[config.mk]
export PLATFORM = sky130hd
export DESIGN_NAME = ascon_hash_sio_flat
export DESIGN_NICKNAME = d
export VERILOG_FILES = /design/src/rtl/ascon_hash_sio_if.sv /design/src/rtl/ascon_hash_sio.sv /design/src/flat_wrapper.sv
export SDC_FILE = /design/constraint.sdc
export NUM_CORES = 2
export LEC_CHECK = 0
export BUFFER_PORTS_ARGS = -buffer_cell sky130_fd_sc_hd__buf_2
export CAP_MARGIN = 20
export CORE_AREA = 2 2 436 438
export CTS_CLUSTER_SIZE = 30
export DETAILED_ROUTE_END_ITERATION = 8
export DIE_AREA = 0 0 438 440
export SYNTH_ARGS = -nofsm -noshare
export SYNTH_HDL_FRONTEND = slang
export SYNTH_SLANG_ARGS = --single-unit
[constraint.sdc]
create_clock -name clk -period 4.55 [get_ports clk]
set_input_delay 0.91 -clock clk [delete_from_list [all_inputs] [get_ports clk]]
set_output_delay 0.91 -clock clk [all_outputs]
set_load 0.005 [all_outputs]
[src/rtl/ascon_hash_sio_if.sv]
// Signal bundle between ascon_hash_sio and its environment: serial input lanes, control,
// parallel core operands/digest and the serial digest output.
interface ascon_hash_sio_if #(
   parameter int Y  = 40,
   parameter int L  = 256,
   parameter int RW = 64,
   parameter int NR = 7,
   parameter int FL = 256,
   parameter int W  = 1
);
   logic             in_valid;
   logic             in_ready;
   logic [3*W-1:0]   msg_in;
   logic [NR*W-1:0]  rnd_in;
   logic [W-1:0]     fault_in;
   logic             start;
   logic             busy;
   logic [Y-1:0]     core_msg;
   logic [Y-1:0]     core_m1;
   logic [Y-1:0]     core_m2;
   logic [NR*RW-1:0] core_rnd;
   logic [FL-1:0]    core_fault;
   logic             core_start;
   logic [L-1:0]     core_hash;
   logic             core_done;
   logic             out_valid;
   logic             out_ready;
   logic [W-1:0]     hash_out;
   logic             out_last;

   modport slave (
      input  in_valid, msg_in, rnd_in, fault_in, start, core_hash, core_done, out_ready,
      output in_ready, busy, core_msg, core_m1, core_m2, core_rnd, core_fault, core_start,
             out_valid, hash_out, out_last
   );

   modport master (
      output in_valid, msg_in, rnd_in, fault_in, start, core_hash, core_done, out_ready,
      input  in_ready, busy, core_msg, core_m1, core_m2, core_rnd, core_fault, core_start,
             out_valid, hash_out, out_last
   );
endinterface

[src/rtl/ascon_hash_sio.sv]
// Serial-in/serial-out shim for the masked Ascon hash core: loads operands MSB-first from W-bit
// lanes, pulses core_start, captures the digest on core_done and streams it out LSB slice first.
module ascon_hash_sio #(
   parameter int Y  = 40,
   parameter int L  = 256,
   parameter int RW = 64,
   parameter int NR = 7,
   parameter int FL = 256,
   parameter int W  = 1
) (
   input logic           clk,
   input logic           rst,
   ascon_hash_sio_if.slave bus
);
   localparam int MX1 = (Y > FL) ? Y : FL;
   localparam int MX  = (MX1 > RW) ? MX1 : RW;
   localparam int NB  = MX / W;
   localparam int NO  = L / W;
   localparam int CW  = $clog2(NB + 1);
   localparam int OW  = $clog2(NO + 1);

   localparam logic [1:0] LOAD   = 2'd0;
   localparam logic [1:0] ARMED  = 2'd1;
   localparam logic [1:0] RUN    = 2'd2;
   localparam logic [1:0] UNLOAD = 2'd3;

   localparam logic [CW-1:0] NB_LAST   = CW'(NB - 1);
   localparam logic [CW-1:0] MSG_BEATS = CW'(Y / W);
   localparam logic [CW-1:0] RND_BEATS = CW'(RW / W);
   localparam logic [CW-1:0] FLT_BEATS = CW'(FL / W);
   localparam logic [OW-1:0] OUT_LAST  = OW'(NO - 1);

   generate
      if ((Y % W) != 0 || (L % W) != 0 || (RW % W) != 0 || (FL % W) != 0) begin : g_bad_lane
         $error("ascon_hash_sio: W must divide Y, L, RW and FL");
      end
   endgenerate

   logic [1:0]       state_q, state_d;
   logic [CW-1:0]    beat_q, beat_d;
   logic [OW-1:0]    obeat_q, obeat_d;
   logic [Y-1:0]     msg_q, msg_d;
   logic [Y-1:0]     m1_q, m1_d;
   logic [Y-1:0]     m2_q, m2_d;
   logic [NR*RW-1:0] rnd_q, rnd_d;
   logic [FL-1:0]    fault_q, fault_d;
   logic [L-1:0]     osr_q, osr_d;
   logic             in_ready_q, in_ready_d;
   logic             cstart_q, cstart_d;
   logic             in_fire;
   logic             out_fire;

   // Handshakes: a beat moves on an edge where valid && ready are both high; the producer
   // holds data stable while valid && !ready.
   assign in_fire  = bus.in_valid && in_ready_q;
   assign out_fire = (state_q == UNLOAD) && bus.out_ready;

   always_comb begin
      state_d  = state_q;
      beat_d   = beat_q;
      obeat_d  = obeat_q;
      msg_d    = msg_q;
      m1_d     = m1_q;
      m2_d     = m2_q;
      rnd_d    = rnd_q;
      fault_d  = fault_q;
      osr_d    = osr_q;
      cstart_d = 1'b0;
      case (state_q)
         LOAD: begin
            if (in_fire) begin
               if (beat_q < MSG_BEATS) begin
                  msg_d = (msg_q << W) | Y'(bus.msg_in[W-1:0]);
                  m1_d  = (m1_q << W) | Y'(bus.msg_in[2*W-1:W]);
                  m2_d  = (m2_q << W) | Y'(bus.msg_in[3*W-1:2*W]);
               end
               if (beat_q < RND_BEATS) begin
                  for (int n = 0; n < NR; n++) begin
                     rnd_d[n*RW +: RW] = (rnd_q[n*RW +: RW] << W) | RW'(bus.rnd_in[n*W +: W]);
                  end
               end
               if (beat_q < FLT_BEATS) begin
                  fault_d = (fault_q << W) | FL'(bus.fault_in);
               end
               if (beat_q == NB_LAST) begin
                  state_d = ARMED;
                  beat_d  = '0;
               end else begin
                  beat_d = beat_q + CW'(1);
               end
            end
         end
         ARMED: begin
            if (bus.start) begin
               state_d  = RUN;
               cstart_d = 1'b1;
            end
         end
         RUN: begin
            if (bus.core_done) begin
               osr_d   = bus.core_hash;
               obeat_d = '0;
               state_d = UNLOAD;
            end
         end
         UNLOAD: begin
            // The digest leaves LSB slice first, so the shift register moves right.
            if (out_fire) begin
               osr_d = osr_q >> W;
               if (obeat_q == OUT_LAST) begin
                  state_d = LOAD;
                  obeat_d = '0;
               end else begin
                  obeat_d = obeat_q + OW'(1);
               end
            end
         end
         default: state_d = LOAD;
      endcase
      in_ready_d = (state_d == LOAD);
   end

   always_ff @(posedge clk) begin
      if (rst) begin
         state_q    <= LOAD;
         beat_q     <= '0;
         obeat_q    <= '0;
         msg_q      <= '0;
         m1_q       <= '0;
         m2_q       <= '0;
         rnd_q      <= '0;
         fault_q    <= '0;
         osr_q      <= '0;
         in_ready_q <= 1'b0;
         cstart_q   <= 1'b0;
      end else begin
         state_q    <= state_d;
         beat_q     <= beat_d;
         obeat_q    <= obeat_d;
         msg_q      <= msg_d;
         m1_q       <= m1_d;
         m2_q       <= m2_d;
         rnd_q      <= rnd_d;
         fault_q    <= fault_d;
         osr_q      <= osr_d;
         in_ready_q <= in_ready_d;
         cstart_q   <= cstart_d;
      end
   end

   assign bus.in_ready   = in_ready_q;
   assign bus.busy       = (state_q != LOAD);
   assign bus.core_msg   = msg_q;
   assign bus.core_m1    = m1_q;
   assign bus.core_m2    = m2_q;
   assign bus.core_rnd   = rnd_q;
   assign bus.core_fault = fault_q;
   assign bus.core_start = cstart_q;
   assign bus.out_valid  = (state_q == UNLOAD);
   assign bus.hash_out   = osr_q[W-1:0];
   assign bus.out_last   = (state_q == UNLOAD) && (obeat_q == OUT_LAST);
endmodule

[src/flat_wrapper.sv]
// flat-port wrapper written by rule: the top's interface ports become plain ports
module ascon_hash_sio_flat 
#(
   parameter int Y  = 40,
   parameter int L  = 256,
   parameter int RW = 64,
   parameter int NR = 7,
   parameter int FL = 256,
   parameter int W  = 1
)
  (clk, rst, bus_in_valid, bus_msg_in, bus_rnd_in, bus_fault_in, bus_start, bus_core_hash, bus_core_done, bus_out_ready, bus_in_ready, bus_busy, bus_core_msg, bus_core_m1, bus_core_m2, bus_core_rnd, bus_core_fault, bus_core_start, bus_out_valid, bus_hash_out, bus_out_last);
  ascon_hash_sio_if #(.Y(Y), .L(L), .RW(RW), .NR(NR), .FL(FL), .W(W)) bus_i ();
  input logic clk;
  input logic rst;
  input wire logic [$bits(bus_i.in_valid)-1:0] bus_in_valid;
  input wire logic [$bits(bus_i.msg_in)-1:0] bus_msg_in;
  input wire logic [$bits(bus_i.rnd_in)-1:0] bus_rnd_in;
  input wire logic [$bits(bus_i.fault_in)-1:0] bus_fault_in;
  input wire logic [$bits(bus_i.start)-1:0] bus_start;
  input wire logic [$bits(bus_i.core_hash)-1:0] bus_core_hash;
  input wire logic [$bits(bus_i.core_done)-1:0] bus_core_done;
  input wire logic [$bits(bus_i.out_ready)-1:0] bus_out_ready;
  output wire logic [$bits(bus_i.in_ready)-1:0] bus_in_ready;
  output wire logic [$bits(bus_i.busy)-1:0] bus_busy;
  output wire logic [$bits(bus_i.core_msg)-1:0] bus_core_msg;
  output wire logic [$bits(bus_i.core_m1)-1:0] bus_core_m1;
  output wire logic [$bits(bus_i.core_m2)-1:0] bus_core_m2;
  output wire logic [$bits(bus_i.core_rnd)-1:0] bus_core_rnd;
  output wire logic [$bits(bus_i.core_fault)-1:0] bus_core_fault;
  output wire logic [$bits(bus_i.core_start)-1:0] bus_core_start;
  output wire logic [$bits(bus_i.out_valid)-1:0] bus_out_valid;
  output wire logic [$bits(bus_i.hash_out)-1:0] bus_hash_out;
  output wire logic [$bits(bus_i.out_last)-1:0] bus_out_last;
  assign bus_i.in_valid = bus_in_valid;
  assign bus_i.msg_in = bus_msg_in;
  assign bus_i.rnd_in = bus_rnd_in;
  assign bus_i.fault_in = bus_fault_in;
  assign bus_i.start = bus_start;
  assign bus_i.core_hash = bus_core_hash;
  assign bus_i.core_done = bus_core_done;
  assign bus_i.out_ready = bus_out_ready;
  assign bus_in_ready = bus_i.in_ready;
  assign bus_busy = bus_i.busy;
  assign bus_core_msg = bus_i.core_msg;
  assign bus_core_m1 = bus_i.core_m1;
  assign bus_core_m2 = bus_i.core_m2;
  assign bus_core_rnd = bus_i.core_rnd;
  assign bus_core_fault = bus_i.core_fault;
  assign bus_core_start = bus_i.core_start;
  assign bus_out_valid = bus_i.out_valid;
  assign bus_hash_out = bus_i.hash_out;
  assign bus_out_last = bus_i.out_last;
  ascon_hash_sio #(.Y(Y), .L(L), .RW(RW), .NR(NR), .FL(FL), .W(W)) u_core (.clk(clk), .rst(rst), .bus(bus_i));
endmodule
Yosys cells after proc, flatten, opt, wreduce, memory -nomap -nowiden
Index checks and enable logic that the tools add are counted.

Eq/ne operators: 7. $add $sub $neg: 2. Reduce and logical (&&, ||, !) cells: 13. Muxes and demuxes: 16. Bitwise operators: 12. Order comparisons: 3.

Operators with widths (count): 256-bit two-way mux (2); 256-bit one-hot mux with 2 select lines (1); 64-bit by 1-bit OR with 64-bit output (7); 256-bit by 1-bit OR with 256-bit output (1); 40-bit by 1-bit OR with 40-bit output (3); 9-bit two-way mux (4); 9-bit by 1-bit adder with 9-bit output, second input constant (2); 9-bit by 8-bit == test with 1-bit output, second input constant (2); 9-bit one-hot mux with 2 select lines (1); 2-bit two-way mux (6); 3-bit AND reduction (4); 9-bit by 6-bit < comparator with 1-bit output, second input constant (1); 9-bit by 7-bit < comparator with 1-bit output, second input constant (1); 9-bit < comparator, second input constant (1); 2-bit one-hot mux with 4 select lines (1); 2-bit == test, second input constant (2); 2-bit zero test (2); 2-bit nonzero test (2); 1-bit logical AND (3); 2-bit by 1-bit == test with 1-bit output, second input constant (1); 2-bit by 1-bit != test with 1-bit output, second input constant (1); 2-bit != test, second input constant (1); 2-bit AND reduction (1); 2-bit OR reduction (1); other kinds (2) (2).

Bits of input ports: 273. Register bits after elaboration: 1102. Logic and storage cells: 64. Output and inout bits: 830.

Depth between registers and ports, before layout
Word-level depth: 5. Depth in mapped cells: 8. Gate-level depth less buffers: 4.

Least setup slack after synthesis
Ideal clock, no wire load.

Kind: in2reg. Start point: input rst. End point: register u_core.fault_q[0] (netlist: u_core.bus.core_fault[0]). Path slack: 2425 ps. Library setup time: 132 ps. Stages on the path: 5. Arrival: 1993 ps. Required time: 4418 ps. Buffers on the path: 4. Cells stage by stage: clkbuf_1 > clkbuf_1 > clkbuf_1 > clkbuf_1 > a21oi_1.

RTL lines: start: declaration (RTL line flat_wrapper.sv:14) `input logic rst;`; end signal: assignment (RTL line ascon_hash_sio.sv:144) `fault_q <= fault_d;`; end: declaration (RTL line ascon_hash_sio.sv:46) `logic [FL-1:0] fault_q, fault_d;`.

No word-level cell between the ends.

Final worst setup path
Start point: register u_core.state_q[1]. End point: output bus_out_valid.

Word-level cells in the longest chain between the ends: 1.

RTL lines: start: declaration (RTL line ascon_hash_sio.sv:39) `logic [1:0] state_q, state_d;`; start signal: assignment (RTL line ascon_hash_sio.sv:137) `state_q <= state_d;`; 2-bit == test (RTL line ascon_hash_sio.sv:159) `assign bus.out_valid = (state_q == UNLOAD);`; end: declaration (RTL line flat_wrapper.sv:31) `output wire logic [$bits(bus_i.out_valid)-1:0] bus_out_valid;`.

Every way passes these cells.

==> impl_metrics.json <==
{
  "async_flop_share_pct": 0,
  "synth-main-ff-cell": "dfxtp_1",
  "finClkSkew_ns": 0.0609,
  "antenna_found_initial": 40,
  "cts_hold_repair.buffers": 0,
  "max-cap-violations": 0,
  "fin_ws_ns": 0.660,
  "finalSetupViolations": 0,
  "ys_warn_count": 0,
  "dpl.cell_count": 8396,
  "reg2reg_depth": 5,
  "synth_compound_area_share_pct": 28.2,
  "leakage_uw": 0.0204,
  "cp.required_ns": 3.64,
  "design_area_um2": 55000,
  "ff_latch_area_um2": 22100,
  "synthTopCellsByArea": "dfxtp_1, a21oi_1, o21ai_0",
  "holdPathEnd": "u_core.osr_q[154]",
  "hpwlAfterDp_mm": 115,
  "start_util_pct": 23.3,
  "ff2ff_setup_slack_ns": 1.43,
  "hold_viol": 0,
  "routedWlPerCell_um": 20.3,
  "endpoint_kind": "output pin",
  "cp_max_fo": 109,
  "drt_iter0_drc": 4510,
  "setup.worst_path.class": "reg2out",
  "yosys_register_bits": 1102,
  "grt_overflow": 0,
  "insertion_delay_ns": 0.79,
  "ios": 1103,
  "place_area_um2": 50700,
  "synth.cell_area_um2": 43900,
  "dr.pass1.iters": 9,
  "cts_tree": "done",
  "fp-row-count": 160,
  "drv_slew": 0,
  "grtUsageMet1_pct": 21.5,
  "cts_max_path_buffers": 3,
  "max-vdd-ir-drop_mv": 0.300,
  "drive_above_1_share_pct": 22.8,
  "netlist_instances": 5369,
  "busiest_layer": "met2",
  "cts_root_buf": "clkbuf_16",
  "fillers": 20200,
  "post-place-ws_ns": 1.37,
  "die_x_um": 438,
  "ant_nets": 0,
  "synth_top_family_by_area": "compound AO/OA/AOI/OAI gates",
  "slew_headroom_pct": 28.5,
  "routabilityCongestion": 0.890,
  "cts.sinks": 1102,
  "track_usage_pct": 16.7,
  "cp-start-kind": "register",
  "wirelength_mm": 176,
  "use_met2_pct": 25.7,
  "cts.repair_timing.setup_buffer_count": 0,
  "die_h_um": 440,
  "yosysUniqueCellTypes": 38,
  "port_buffers": 1102,
  "synth_top_area_share_pct": 50.3,
  "core_um2": 189000,
  "num_vias": 44700,
  "stdcell_count": 8644,
  "final.min_clock_period_ns": 3.89,
  "crit_arrival_ns": 2.98,
  "worst_pin_slew_ns": 1.07,
  "grt_max_degree": 208,
  "path_clk_slew_ns": 0.07,
  "run_status": "finished, final reports clean",
  "ys_seq_area_share_pct": 50.3,
  "cts_max_level": 3,
  "multi_input_area_um2": 19000,
  "r2r-end": "u_core.obeat_q[1]",
  "mostFrequentLayoutCells": "buf_2, dfxtp_1, a21oi_1",
  "cts_resized": 0,
  "synth-simple-area-share_pct": 14.9,
  "worstHoldPathCells": 3,
  "synthMuxAreaShare_pct": 0.0770,
  "grtUsageMet3_pct": 4.17,
  "cts_buffers": 120,
  "grt_pass1_wl_mm": 256,
  "synth_edf_count": 0,
  "powerDensity_nw_per_um2": 379,
  "drc": 0,
  "avgSynthCellArea_um2": 8.17,
  "synthAdderAreaFrac_pct": 0.0570,
  "grt_setup_unrepaired": "no",
  "synth_area_leader_cell": "dfxtp_1",
  "min_period_over_period_pct": 85.5,
  "worstHoldStart": "bus_core_hash[154]",
  "die-area_um2": 193000,
  "area_growth_pct": 25.4,
  "clock.fmax_ghz": 0.257,
  "r2r-start": "u_core.state_q[1]",
  "synth_nets": 5644,
  "via_per_inst": 5.17,
  "hp-class": "in2reg",
  "synth_xor_xnor_area_share_pct": 0,
  "tns_ns": 0,
  "nets": 6282,
  "first_global_vias": 39800,
  "layout_commonest_cell": "buf_2"
}
## area by class of cell
type                       instances  area share (%)
sequential                      1102            40.1
multi-input combinational       3597            34.6
timing repair buffer            1177            11.7
clock buffer                     162            6.09
tap                             2511            5.71
clock inverter                    63            1.57
antenna                           23           0.105
inverter                           9          0.0842
## how the worst max path moves through the flow
| stage | startpoint | endpoint | slack (ns) |
|---|---|---|---|
| global placement | u_core.state_q[1] | u_core.obeat_q[0] | 1.41 |
| floorplan | rst | u_core.bus.core_fault[0] | 2.42 |
| CTS | u_core.state_q[1] | bus_out_valid | 0.50 |
| global route | u_core.state_q[1] | bus_out_valid | 0.39 |
| finish | u_core.state_q[1] | bus_out_valid | 0.66 |
| detailed placement | u_core.state_q[1] | u_core.obeat_q[1] | 1.37 |
## cells by family after synthesis
group | Yosys count
AOI/OAI and AO/OA | 2203
DFF | 1102
and+or+nand+nor | 1390
buffers and inverters | 670
muxes | 2
adders and majority gates | 2
## metrics by stage
step                      power, uW  utilization (%)  hold WS, ns
final                         20800             29.2        0.395
after global routing          21500             29.2        0.334
after CTS                     21100             29.1        0.273
after detailed placement      10600             26.9        0.424
after global placement        10600             26.9        0.430
after floorplan               10300                -        0.407
## cells in the mapped netlist (3+ instances only)
master	count
buf_6	11
clkinv_1	3
a21oi_1	1089
nor2b_1	3
dfxtp_1	1102
buf_2	177
inv_1	6
o21ai_0	715
clkbuf_1	437
buf_1	29
buf_4	7
nor3_1	6
nand4_1	125
nor2_1	4
o31ai_1	127
a221oi_1	7
a311oi_1	255
or3_1	6
nand3_1	713
nand2_1	519
or4_1	8
## routing by layer
metal,routed length [um],part of all wire [%]
met1,72100,41
met2,81400,46
met3,13500,7.7
met4,8350,4.8
met5,190,0.11
## critical path, cell delays in order, from the launching register on
cell     delay, ns
dfxtp_4       0.70
nand2_4       0.53
inv_8         0.60
buf_2         0.23
## flip-flops by register name, summed over array words and instances, names as in the netlist
signal	cells
u_core.beat_q	9
u_core.bus.core_fault	256
u_core.bus.core_m1	40
u_core.bus.core_m2	40
u_core.bus.core_msg	40
u_core.bus.core_rnd	448
u_core.bus.core_start	1
u_core.bus.in_ready	1
u_core.obeat_q	9
u_core.osr_q	256
u_core.state_q	2
## power breakdown
part	internal, uW	switching (uW)	leakage [uW]	total (uW)
combinational	169	556	0.00946	725
clock	6060	4390	0.00206	10400
sequential	9650	9.18	0.00887	9660
No activity file was read; power rests on OpenSTA's default activity.
